$ cat config.mk
export PLATFORM = sky130hd
export DESIGN_NAME = alu_result_slice
export DESIGN_NICKNAME = d
export VERILOG_FILES = /design/src/rtl/alu_pkg.sv /design/src/rtl/register_en.sv /design/src/rtl/alu_result_slice.sv
export SDC_FILE = /design/constraint.sdc
export NUM_CORES = 1
export LEC_CHECK = 0
export CORE_ASPECT_RATIO = 0.6
export CORE_MARGIN = 5
export CORE_UTILIZATION = 55
export CTS_BUF_LIST = sky130_fd_sc_hd__clkbuf_8
export DETAILED_ROUTE_END_ITERATION = 8
export PLACE_DENSITY = 0.95
export RECOVER_POWER = 50
export SYNTH_ARGS = -nofsm -noshare
export SYNTH_HDL_FRONTEND = slang
export SYNTH_SLANG_ARGS = --single-unit
$ cat constraint.sdc
create_clock -name clock -period 3.55 [get_ports clock]
set_input_delay 0.71 -clock clock [delete_from_list [all_inputs] [get_ports clock]]
set_output_delay 0.71 -clock clock [all_outputs]
set_load 0.05 [all_outputs]
$ cat src/rtl/alu_pkg.sv
// Shared ALU definitions: widths, opcode tags, flag bit positions and the
// output-slice state encoding.
package alu_pkg;

  localparam int unsigned DATA_WIDTH = 32;
  localparam int unsigned OP_WIDTH   = 5;
  localparam int unsigned FLAG_WIDTH = 4;

  localparam logic [OP_WIDTH-1:0] OP_ADD = 5'd0;
  localparam logic [OP_WIDTH-1:0] OP_SUB = 5'd1;
  localparam logic [OP_WIDTH-1:0] OP_AND = 5'd2;
  localparam logic [OP_WIDTH-1:0] OP_OR  = 5'd3;
  localparam logic [OP_WIDTH-1:0] OP_SLL = 5'd4;
  localparam logic [OP_WIDTH-1:0] OP_SRA = 5'd5;

  localparam int unsigned FLAG_NE   = 0;
  localparam int unsigned FLAG_LT   = 1;
  localparam int unsigned FLAG_OVF  = 2;
  localparam int unsigned FLAG_ZERO = 3;

  typedef enum logic [1:0] {
    EMPTY = 2'd0,
    ONE   = 2'd1,
    FULL  = 2'd2
  } slice_state_t;

  // Packs the ALU status bits into flag-vector order.
  function automatic logic [FLAG_WIDTH-1:0] make_flags(input logic zero, input logic ovf,
                                                       input logic lt, input logic ne);
    logic [FLAG_WIDTH-1:0] f;
    f            = '0;
    f[FLAG_ZERO] = zero;
    f[FLAG_OVF]  = ovf;
    f[FLAG_LT]   = lt;
    f[FLAG_NE]   = ne;
    return f;
  endfunction

endpackage

$ cat src/rtl/register_en.sv
// Width-parameterised D register with synchronous active-low reset and load enable.
module register_en #(
  parameter int unsigned WIDTH = 8
) (
  input  logic             clock,
  input  logic             reset_n,
  input  logic             en,
  input  logic [WIDTH-1:0] d,
  output logic [WIDTH-1:0] q
);

  always_ff @(posedge clock) begin
    if (!reset_n) begin
      q <= '0;
    end else if (en) begin
      q <= d;
    end
  end

endmodule

$ cat src/rtl/alu_result_slice.sv
// Registered ALU output stage: 2-entry skid buffer with registered in_ready,
// capturing result, opcode tag and flags (zero derived at capture).
module alu_result_slice #(
  parameter int unsigned DATA_WIDTH = alu_pkg::DATA_WIDTH,
  parameter int unsigned OP_WIDTH   = alu_pkg::OP_WIDTH,
  parameter int unsigned CNT_WIDTH  = 8
) (
  input  logic                  clock,
  input  logic                  reset_n,
  input  logic                  in_valid,
  output logic                  in_ready,
  input  logic [DATA_WIDTH-1:0] in_data,
  input  logic [OP_WIDTH-1:0]   in_op,
  input  logic                  in_ne,
  input  logic                  in_lt,
  input  logic                  in_ovf,
  output logic                  out_valid,
  input  logic                  out_ready,
  output logic [DATA_WIDTH-1:0] out_data,
  output logic [OP_WIDTH-1:0]   out_op,
  output logic [3:0]            out_flags,
  output logic [CNT_WIDTH-1:0]  result_count
);

  import alu_pkg::*;

  localparam int unsigned ENTRY_WIDTH = DATA_WIDTH + OP_WIDTH + FLAG_WIDTH;

  slice_state_t           state, next_state;
  logic                   in_xfer_c, out_xfer_c;
  logic                   main_en_c, skid_en_c, main_from_skid_c;
  logic [ENTRY_WIDTH-1:0] in_entry_c, main_d_c, main_q, skid_q;

  assign in_xfer_c  = in_valid & in_ready;
  assign out_xfer_c = out_valid & out_ready;

  // Zero flag is frozen with the entry so the output never recomputes it.
  assign in_entry_c = {in_data, in_op, make_flags(~|in_data, in_ovf, in_lt, in_ne)};
  assign main_d_c   = main_from_skid_c ? skid_q : in_entry_c;

  // in_ready/out_valid are registered copies of the next-state decode.
  always_ff @(posedge clock) begin
    if (!reset_n) begin
      state        <= EMPTY;
      in_ready     <= 1'b0;
      out_valid    <= 1'b0;
      result_count <= '0;
    end else begin
      state     <= next_state;
      in_ready  <= (next_state != FULL);
      out_valid <= (next_state != EMPTY);
      if (in_xfer_c) begin
        result_count <= result_count + CNT_WIDTH'(1);
      end
    end
  end

  always_comb begin
    next_state       = state;
    main_en_c        = 1'b0;
    skid_en_c        = 1'b0;
    main_from_skid_c = 1'b0;
    case (state)
      EMPTY: begin
        if (in_xfer_c) begin
          main_en_c  = 1'b1;
          next_state = ONE;
        end
      end
      ONE: begin
        case ({in_xfer_c, out_xfer_c})
          2'b11:   main_en_c = 1'b1;
          2'b10: begin
            skid_en_c  = 1'b1;
            next_state = FULL;
          end
          2'b01:   next_state = EMPTY;
          default: next_state = ONE;
        endcase
      end
      FULL: begin
        if (out_xfer_c) begin
          main_en_c        = 1'b1;
          main_from_skid_c = 1'b1;
          next_state       = ONE;
        end
      end
      default: next_state = EMPTY;
    endcase
  end

  register_en #(.WIDTH(ENTRY_WIDTH)) u_main (
    .clock   (clock),
    .reset_n (reset_n),
    .en      (main_en_c),
    .d       (main_d_c),
    .q       (main_q)
  );

  register_en #(.WIDTH(ENTRY_WIDTH)) u_skid (
    .clock   (clock),
    .reset_n (reset_n),
    .en      (skid_en_c),
    .d       (in_entry_c),
    .q       (skid_q)
  );

  assign {out_data, out_op, out_flags} = main_q;

endmodule

==> flow_summary.yaml <==
status:
  status: "completed"
power_and_ir_drop:
  switching_power_uw: 620
  seqPwrFrac_pct: 48.3
  ir_drop_v: 0.000306
  power_mw: 2.32
  power.leakage_nw: 1.75
  power_density_mw_per_mm2: 461
  power_frac_comb_pct: 15.2
  swShare_pct: 26.7
  p_int_mw: 1.70
  pwr-share-clk_pct: 36.6
yosys:
  synth_edf_count: 0
  yosys_warnings: 0
  yosys.area_share.simple_pct: 19.3
  syn-num-nets: 479
  yosysSeqAreaShare_pct: 49.2
  ys.flop_type: "dfxtp_1"
  synth_compound_area_share_pct: 25.7
  netlist_area_mm2: 0.00383
  synth_cell_type_count: 31
  async_reset_ff_share_pct: 0
  yosysTopAreaCell: "dfxtp_1"
  synth_top_family_by_area: "compound AO/OA/AOI/OAI gates"
  synth.avg_cell_area_um2: 8.82
  synthAdderAreaFrac_pct: 0.327
  syn_inst: 434
  synth_top_cells_by_area: "dfxtp_1 49%, nand2_1 12%, a21boi_1 9.6%"
  synth_xor_area_share_pct: 1.60
  yosysTopAreaCellShare_pct: 49.2
  synth-seq-cells: 94
  synthMuxAreaShare_pct: 0
place:
  place_inst: 591
  gp_congestion: 0.836
  portBuffers: 94
  dp_hpwl_um: 7050
flow_run:
  maxCapViolCount: 0
worst_setup_path:
  endpoint_kind: "register"
  critical_path_required_ns: 3.81
  path_class: "in -> reg"
  crit_path_start_kind: "primary input"
  crit_path_max_fanout: 18
  critPathArrivalTime_ns: 2.67
sta:
  setup_violations: 0
  holdWs_ns: 0.465
  hold_violations: 0
  fmaxAchievable_mhz: 415
  worst_pin_slew_ns: 0.815
  post-route-min-period_ns: 2.41
  finalSetupTns_ns: 0
  drv_slew: 0
  skew_ns: 0.0107
  relSlewSlack_pct: 45.7
  grt_setup_unrepaired: "false"
  post-route-period-util_pct: 67.9
cells_and_area:
  post_route_cells_drive_above_1_share_pct: 5.38
  syn2layout_area_growth_pct: 31.5
  nFillCells: 485
  fin_cells: 607
  antenna_cells: 0
  nNetsFinal: 560
clock_tree:
  clock-sinks: 94
  cts-root-buf: "clkbuf_8"
  clk_pin_slew_ns: 0.09
  clk_latency_ns: 0.36
  ctsHoldBuffers: 0
  post_cts_buffers: 0
  cts_tree: "yes"
  cts_max_level: 3
  numCtsBuffers: 9
  clockBufferDepth: 2
  cts_resized: 0
global_route:
  grt_usage_pct: 22.8
  antenna_found_initial: 0
  grt_pass1_wl_um: 16200
  overflow: 0
  grt_pass1_vias: 3351
  grt_max_degree: 57
routing:
  first_pass_iters: 5
  drt_iter0_markers: 227
  drt_wl_total_um: 10100
  route.detailed.drc: 0
  via_per_inst: 5.63
  ant_nets: 0
  vias: 3416
  wl_per_cell_um: 16.6
floorplanning:
  die_y_um: 74.6
  start_util_pct: 57.1
  dieArea_mm2: 0.00878
  num_rows: 23
  die_width_um: 118
  core-area_mm2: 0.00671
  ioPinCount: 95
hold_path:
  worstHoldPathType: "reg -> reg"
## cell type report
class                   count  area (um2)  area share [%]
clock buffers               9         124            2.46
multi-input cells         308        1800            35.8
well taps                  87         109            2.16
repair buffers            102         996            19.8
flip-flops and latches     94        1880            37.4
clock inverters             7         119            2.36
## worst paths after layout
kind | from | endpoint | slack (ns) | cells after the start
worst min register to register | u_main.q[27]$_SDFFE_PN0P_ | u_main.q[27]$_SDFFE_PN0P_ | 0.46 | 2
worst max-delay path | in_valid | u_skid.q[29]$_SDFFE_PN0P_ | 1.14 | 6
worst min-delay path | u_main.q[27]$_SDFFE_PN0P_ | u_main.q[27]$_SDFFE_PN0P_ | 0.46 | 2
worst max register to register | state[1]$_SDFF_PN0_ | u_skid.q[29]$_SDFFE_PN0P_ | 1.52 | 5
## kinds of logic (layout without fill, tap and decap cells)
kind of cell,count (synthesis),count (layout)
flops,94,94
xor+xnor,7,7
fa+ha+maj,1,1
simple gates,170,170
buf+inv,32,118
compound gates,130,130
## power groups by stage
stage / sequential, mW / combinational (mW) / clock, mW
detailed placement: 1.14 / 0.358 / 0
floorplan: 1.24 / 0.112 / 0
finish: 1.12 / 0.351 / 0.848
CTS: 1.12 / 0.360 / 0.858
global route: 1.12 / 0.373 / 0.901
global placement: 1.14 / 0.351 / 0
## layout by cell type (no fill, tap or decap), drive strengths merged, types with 5 or more instances in the layout
cell and n:
a22oi 36, nor4 8, dlygate4sd3 19, clkdlybuf4s50 74
nor3 7, xnor2 7, nand2 127, nand4 6
clkbuf 9, a21boi 78, dfxtp 94, a21oi 5
buf 9, and2 9
## critical path, stage by stage
cell and delay [ns]:
dlygate4sd3_1 0.57, and3b_1 0.28, nand2_1 0.51, buf_4 0.29, nand2_1 0.07, a21boi_0 0.24
## per-stage QoR
stage	setup WS [ns]	cell area (um2)	util, %
finish	1.14	5030	75.1
global route	1.05	5030	75.1
CTS	1.16	5040	75.1
detailed placement	0.818	4790	71.5
global placement	0.956	4790	71.5
floorplan	1.74	3830	-
## Yosys cell counts, types with 2 or more instances
cell,number
nor2b_1,2
o21a_1,3
a21boi_0,29
and3_1,2
a21boi_1,49
dfxtp_1,94
a22oi_1,36
nor4_1,8
nor3_1,6
buf_4,3
nand2_1,127
xnor2_1,7
and2_1,9
clkbuf_1,15
nor2_1,4
o221ai_1,4
buf_2,14
a21oi_1,4
nand4_1,6
## sequential cells by signal (all words and copies together), names as in the netlist
register,cells
u_main.q,41
in_ready,1
out_valid,1
u_skid.q,41
state,2
result_count,8
## routing by layer
layer	part of all wire (%)	GRT usage, %	vias up	routed length [um]
met4	1.3	6.62	0	134
met3	7.6	7.60	19	764
met2	45	38.1	132	4530
met1	46	28.9	1600	4660
met5	0	0	-	0
li1	-	-	1665	-
(Power assumes the default switching activity.)
==> RTL edit 1, RTL diff (config.mk and constraints unchanged) <==
Register the output `out_flags`; this adds one clock of latency there. The other outputs are not delayed to match.
--- a/src/rtl/alu_result_slice.sv
+++ b/src/rtl/alu_result_slice.sv
@@ -27,2 +27,4 @@
   localparam int unsigned ENTRY_WIDTH = DATA_WIDTH + OP_WIDTH + FLAG_WIDTH;
+
+  logic [3:0] out_flags_d;
 
@@ -107,3 +109,7 @@
 
-  assign {out_data, out_op, out_flags} = main_q;
+  assign {out_data, out_op, out_flags_d} = main_q;
+
+  always_ff @(posedge clock) begin
+    out_flags <= out_flags_d;
+  end
 
Formal check against the unedited RTL: not equivalent (Yosys sat finds a counterexample within 4 cycles, from zero or initial values and one cycle with reset_n low).
==> RTL edit 1 against the original RTL <==
First-iteration DRC count up 44%. Area after synthesis up 9.4%. Power down 1.0%. Setup slack worse by 0.38 ns. Sequential cell count up 4. Wire length up 1.2%. Design area up 1.4%. Hold slack worse by 0.10 ns. Clock power down 8.5%. Critical endpoint is now u_main.q[3]. Largest cell class unchanged.
==> RTL edit 1: results (changes against the original RTL) <==
----------------------------------------------------
[Hold path]
  Start point of the worst hold path ... u_main.q[3] (was u_main.q[27])

[Detailed routing]
  Detail-routed net length per standard cell ... 16.27 microns (was 16.62 microns)
  Met3 Routed Length ... 865 microns (was 764 microns)
  Drt via density ... 5.588 (was 5.628)
  DR iter-0 viols ... 328 (was 227)

[Cells and area]
  FILL cells ... 578 (was 485)
  Layout net count ... 564 (was 560)
  Clock buf count ... 12 (was 9)
  Proportion of layout cells with a drive suffix above 1 ... 0.05153 (was 0.05385)

[Synthesis]
  Post-synthesis net count ... 520 (was 479)
  Number of flip-flops and latches in the synthesized netlist ... 98 (was 94)
  Most area-consuming cells after synthesis ... sky130_fd_sc_hd__dfxtp_1 (47%), sky130_fd_sc_hd__nand2_1 (11%), sky130_fd_sc_hd__a21boi_1 (8.8%) (was sky130_fd_sc_hd__dfxtp_1 (49%), sky130_fd_sc_hd__nand2_1 (12%), sky130_fd_sc_hd__a21boi_1 (9.6%))
  Leading cell types by count after synthesis ... sky130_fd_sc_hd__nand2_1 (127), sky130_fd_sc_hd__dfxtp_1 (98), sky130_fd_sc_hd__a21boi_1 (49), sky130_fd_sc_hd__buf_4 (40), sky130_fd_sc_hd__a22oi_1 (36) (was sky130_fd_sc_hd__nand2_1 (127), sky130_fd_sc_hd__dfxtp_1 (94), sky130_fd_sc_hd__a21boi_1 (49), sky130_fd_sc_hd__a22oi_1 (36), sky130_fd_sc_hd__a21boi_0 (29))
  Post-synthesis share of cell area spent on xor and xnor gates ... 0.01465 (was 0.01602)

[Critical path]
  CP max stage cell ... sky130_fd_sc_hd__clkbuf_1 (was sky130_fd_sc_hd__dlygate4sd3_1)
  Largest fanout on the critical path ... 23 (was 18)
  Critical Path Max Stage Delay ... 0.81 ns (was 0.57 ns)
  Cell family with the largest share of critical-path delay ... buffers and inverters (was simple AND/OR/NAND/NOR gates)
  Launching element of the worst setup path ... out_ready (was in_valid)

[Status]
  Outcome ... finished clean (unchanged)

[Timing]
  Setup skew after layout ... 0.01276 ns (was 0.01067 ns)
  Worst rel slew slack ... 0.3036 (was 0.4568)

[Power and ir drop]
  Internal Power ... 1.665 mW (was 1.698 mW)

[Global routing]
  Global-route wire length before repair ... 16.67 mm (was 16.25 mm)
  Global routing met1 resource utilization ... 0.2913 (was 0.2888)

----------------------------------------------------
==> RTL edit 1: cell types whose count changed in the layout (fill, tap and decap cells not counted), sizes merged <==
cell	change
bufinv	-2
clkdlybuf4s50	-7
clkinv	+1
clkinvlp	-1
inv	-1
dfxtp	+4
buf	-2
dlygate4sd3	+7
clkbuf	+5
==> RTL edit 1: through the flow <==
| step | total power [mW] | hold slack [ns] | std cells | instance area, sq um | setup slack (ns) |
|---|---|---|---|---|---|
| 2_1_floorplan | 1.433 | 0.3306 | 475 | 4185 | 1.816 |
| 3_3_place_gp | 1.542 | 0.3388 | 612 | 4896 | 0.9717 |
| 3_5_place_dp | 1.552 | 0.3461 | 612 | 4896 | 0.8385 |
| 4_1_cts | 2.314 | 0.3622 | 628 | 5117 | 1.170 |
| 5_1_grt | 2.389 | 0.3748 | 628 | 5105 | 0.6212 |
| 6_report | 2.294 | 0.3615 | 628 | 5105 | 0.7610 |
==> RTL edit 2, RTL diff (same settings) <==
Without the edit above. Change the parameter `CNT_WIDTH` from 8 to 9.
--- a/src/rtl/alu_result_slice.sv
+++ b/src/rtl/alu_result_slice.sv
@@ -5,3 +5,3 @@
   parameter int unsigned OP_WIDTH   = alu_pkg::OP_WIDTH,
-  parameter int unsigned CNT_WIDTH  = 8
+  parameter int unsigned CNT_WIDTH  = 9
 ) (
Interface: changed (resized result_count); port bits go from 95 to 96. No check against the original RTL was run, so the function may have changed too.
==> RTL edit 2 against the original RTL <==
The flow now finishes with violations (max-capacitance violations, max-slew violations). Area after synthesis is 1.3% higher. Setup slack worse by 0.52 ns. Count of clock-buffer cells in the layout is 3 higher. Critical path type unchanged. Sequential cell count is 1 higher. Non-clock buffer count is 3 higher. Wire length is 3.0% higher. Power is 3.2% lower. Design area is 1.3% higher. Utilization is 0.30 points higher. Highest routed layer unchanged.
==> RTL edit 2: results (changes against the original RTL) <==
----------------------------------------------------
[Place]
  Worst slack at placement ... 0.7917 ns (was 0.8182 ns)
  Gpl congestion ... 0.8172 (was 0.8355)
  Port buffer count ... 95 (was 94)
  Detailed Place HPWL ... 7.362 mm (was 7.054 mm)

[Timing]
  Final Max Tran Viols ... 65 (was 0)
  Setup skew after layout ... 0.006668 ns (was 0.01067 ns)
  Worst rel slew slack ... -0.3915 (was 0.4568)

[Critical path]
  Cell family with the largest share of critical-path delay ... compound AO/OA/AOI/OAI gates (was simple AND/OR/NAND/NOR gates)
  Largest fanout on the critical path ... 19 (was 18)
  Critical Path Max Stage Delay ... 0.90 ns (was 0.57 ns)
  CP max stage cell ... sky130_fd_sc_hd__a21oi_2 (was sky130_fd_sc_hd__dlygate4sd3_1)

[Detailed routing]
  Vias ... 3558 (was 3416)
  Met1 Wirelength ... 4.543 mm (was 4.657 mm)
  Routed wl met2 ... 4.870 mm (was 4.534 mm)
  Wire length after detailed routing ... 10.39 mm (was 10.09 mm)
  DR iter-0 viols ... 240 (was 227)
  Met3 Routed Length ... 887 microns (was 764 microns)

[Cells and area]
  Proportion of layout cells with a drive suffix above 1 ... 0.05849 (was 0.05385)
  Count of plain and timing-repair buffers in the layout ... 105 (was 102)
  Footprint of the multi-input gates ... 0.001839 sq mm (was 0.001803 sq mm)
  Multi-input logic portion of the cell area ... 0.3609 (was 0.3583)
  Proportion of final cell area spent on non-clock buffers ... 0.2018 (was 0.1979)
  Layout net count ... 570 (was 560)
  Clk cell area share ... 0.04272 (was 0.04823)

[CTS]
  Total clock sinks ... 95 (was 94)

[Synthesis]
  Compound-Gate Fraction of Synth Area ... 0.2567 (about the same)
  Post-synthesis net count ... 485 (was 479)
  Share of synthesized cell area in full adder, half adder and majority cells ... 0.003229 (was 0.003270)
  Most area-consuming cells after synthesis ... sky130_fd_sc_hd__dfxtp_1 (49%), sky130_fd_sc_hd__nand2_1 (12%), sky130_fd_sc_hd__a21boi_1 (9.5%) (was sky130_fd_sc_hd__dfxtp_1 (49%), sky130_fd_sc_hd__nand2_1 (12%), sky130_fd_sc_hd__a21boi_1 (9.6%))
  Fraction of the yosys area taken by sequential cells ... 0.4908 (was 0.4918)
  Post-synthesis share of cell area spent on xor and xnor gates ... 0.01582 (was 0.01602)

[Global routing]
  Global routing met1 resource utilization ... 0.3143 (was 0.2888)
  Vias in the first global route ... 3397 (was 3351)
  All-layer global routing usage ... 0.2387 (was 0.2284)
  Maximum number of pins on one net before global-route repair ... 65 (was 57)

[Status]
  Failing checks ... max-capacitance violations, max-slew violations
  Outcome ... finished, violations left (was finished clean)

[Power and ir drop]
  P_sw ... 618.1 uW (was 619.7 uW)

[Run]
  Number of max-cap violations ... 1 (was 0)

----------------------------------------------------
[RTL edit 2: cell count changes in the layout (fill, tap and decap cells not counted), sizes merged, moves of 3 or more]
cell           change
clkinv             +3
clkdlybuf4s50     -20
inv                -3
dlygate4sd3       +21
clkbuf             +5
[RTL edit 2: metrics by stage]
| stage | hold slack, ns | cells |
|---|---|---|
| 2_1_floorplan | 0.4351 | 440 |
| 3_3_place_gp | 0.4399 | 601 |
| 3_5_place_dp | 0.4472 | 601 |
| 4_1_cts | 0.4597 | 617 |
| 5_1_grt | 0.4756 | 617 |
| 6_report | 0.4539 | 617 |
[RTL edit 2: power by group through the flow]
stage | clock, mW | sequential [mW] | combinational (mW)
2_1_floorplan | 0 | 1.25 | 0.111
3_3_place_gp | 0 | 1.15 | 0.357
3_5_place_dp | 0 | 1.16 | 0.366
4_1_cts | 0.766 | 1.13 | 0.368
5_1_grt | 0.810 | 1.14 | 0.382
6_report | 0.756 | 1.13 | 0.359
[RTL edit 2: logic make-up (layout without fill, tap and decap cells)]
group	after synthesis	after routing
flip-flops	95	95
XOR/XNOR	7	7
AND/OR/NAND/NOR	174	174
AO/OA/AOI/OAI	132	132
buffers and inverters	31	121
adder cells (fa/ha/maj)	1	1
[RTL edit 2: final timing paths]
kind / startpoint / endpoint / slack (ns) / depth (start not counted)
min: u_main.q[39] / u_main.q[39] / 0.45 / 2
min reg2reg: u_main.q[39] / u_main.q[39] / 0.45 / 2
max: in_valid / u_main.q[24] / 0.62 / 6
max reg2reg: state[1] / u_main.q[24] / 0.99 / 5
[RTL edit 2: worst reg2reg max path: cells and delay by family, from the launching register on]
family / cells / cell delay (ns)
buffers and inverters: 1 / 0.40
AOI/OAI and AO/OA: 2 / 1.09
and+or+nand+nor: 2 / 0.43
DFF: 1 / 0.56
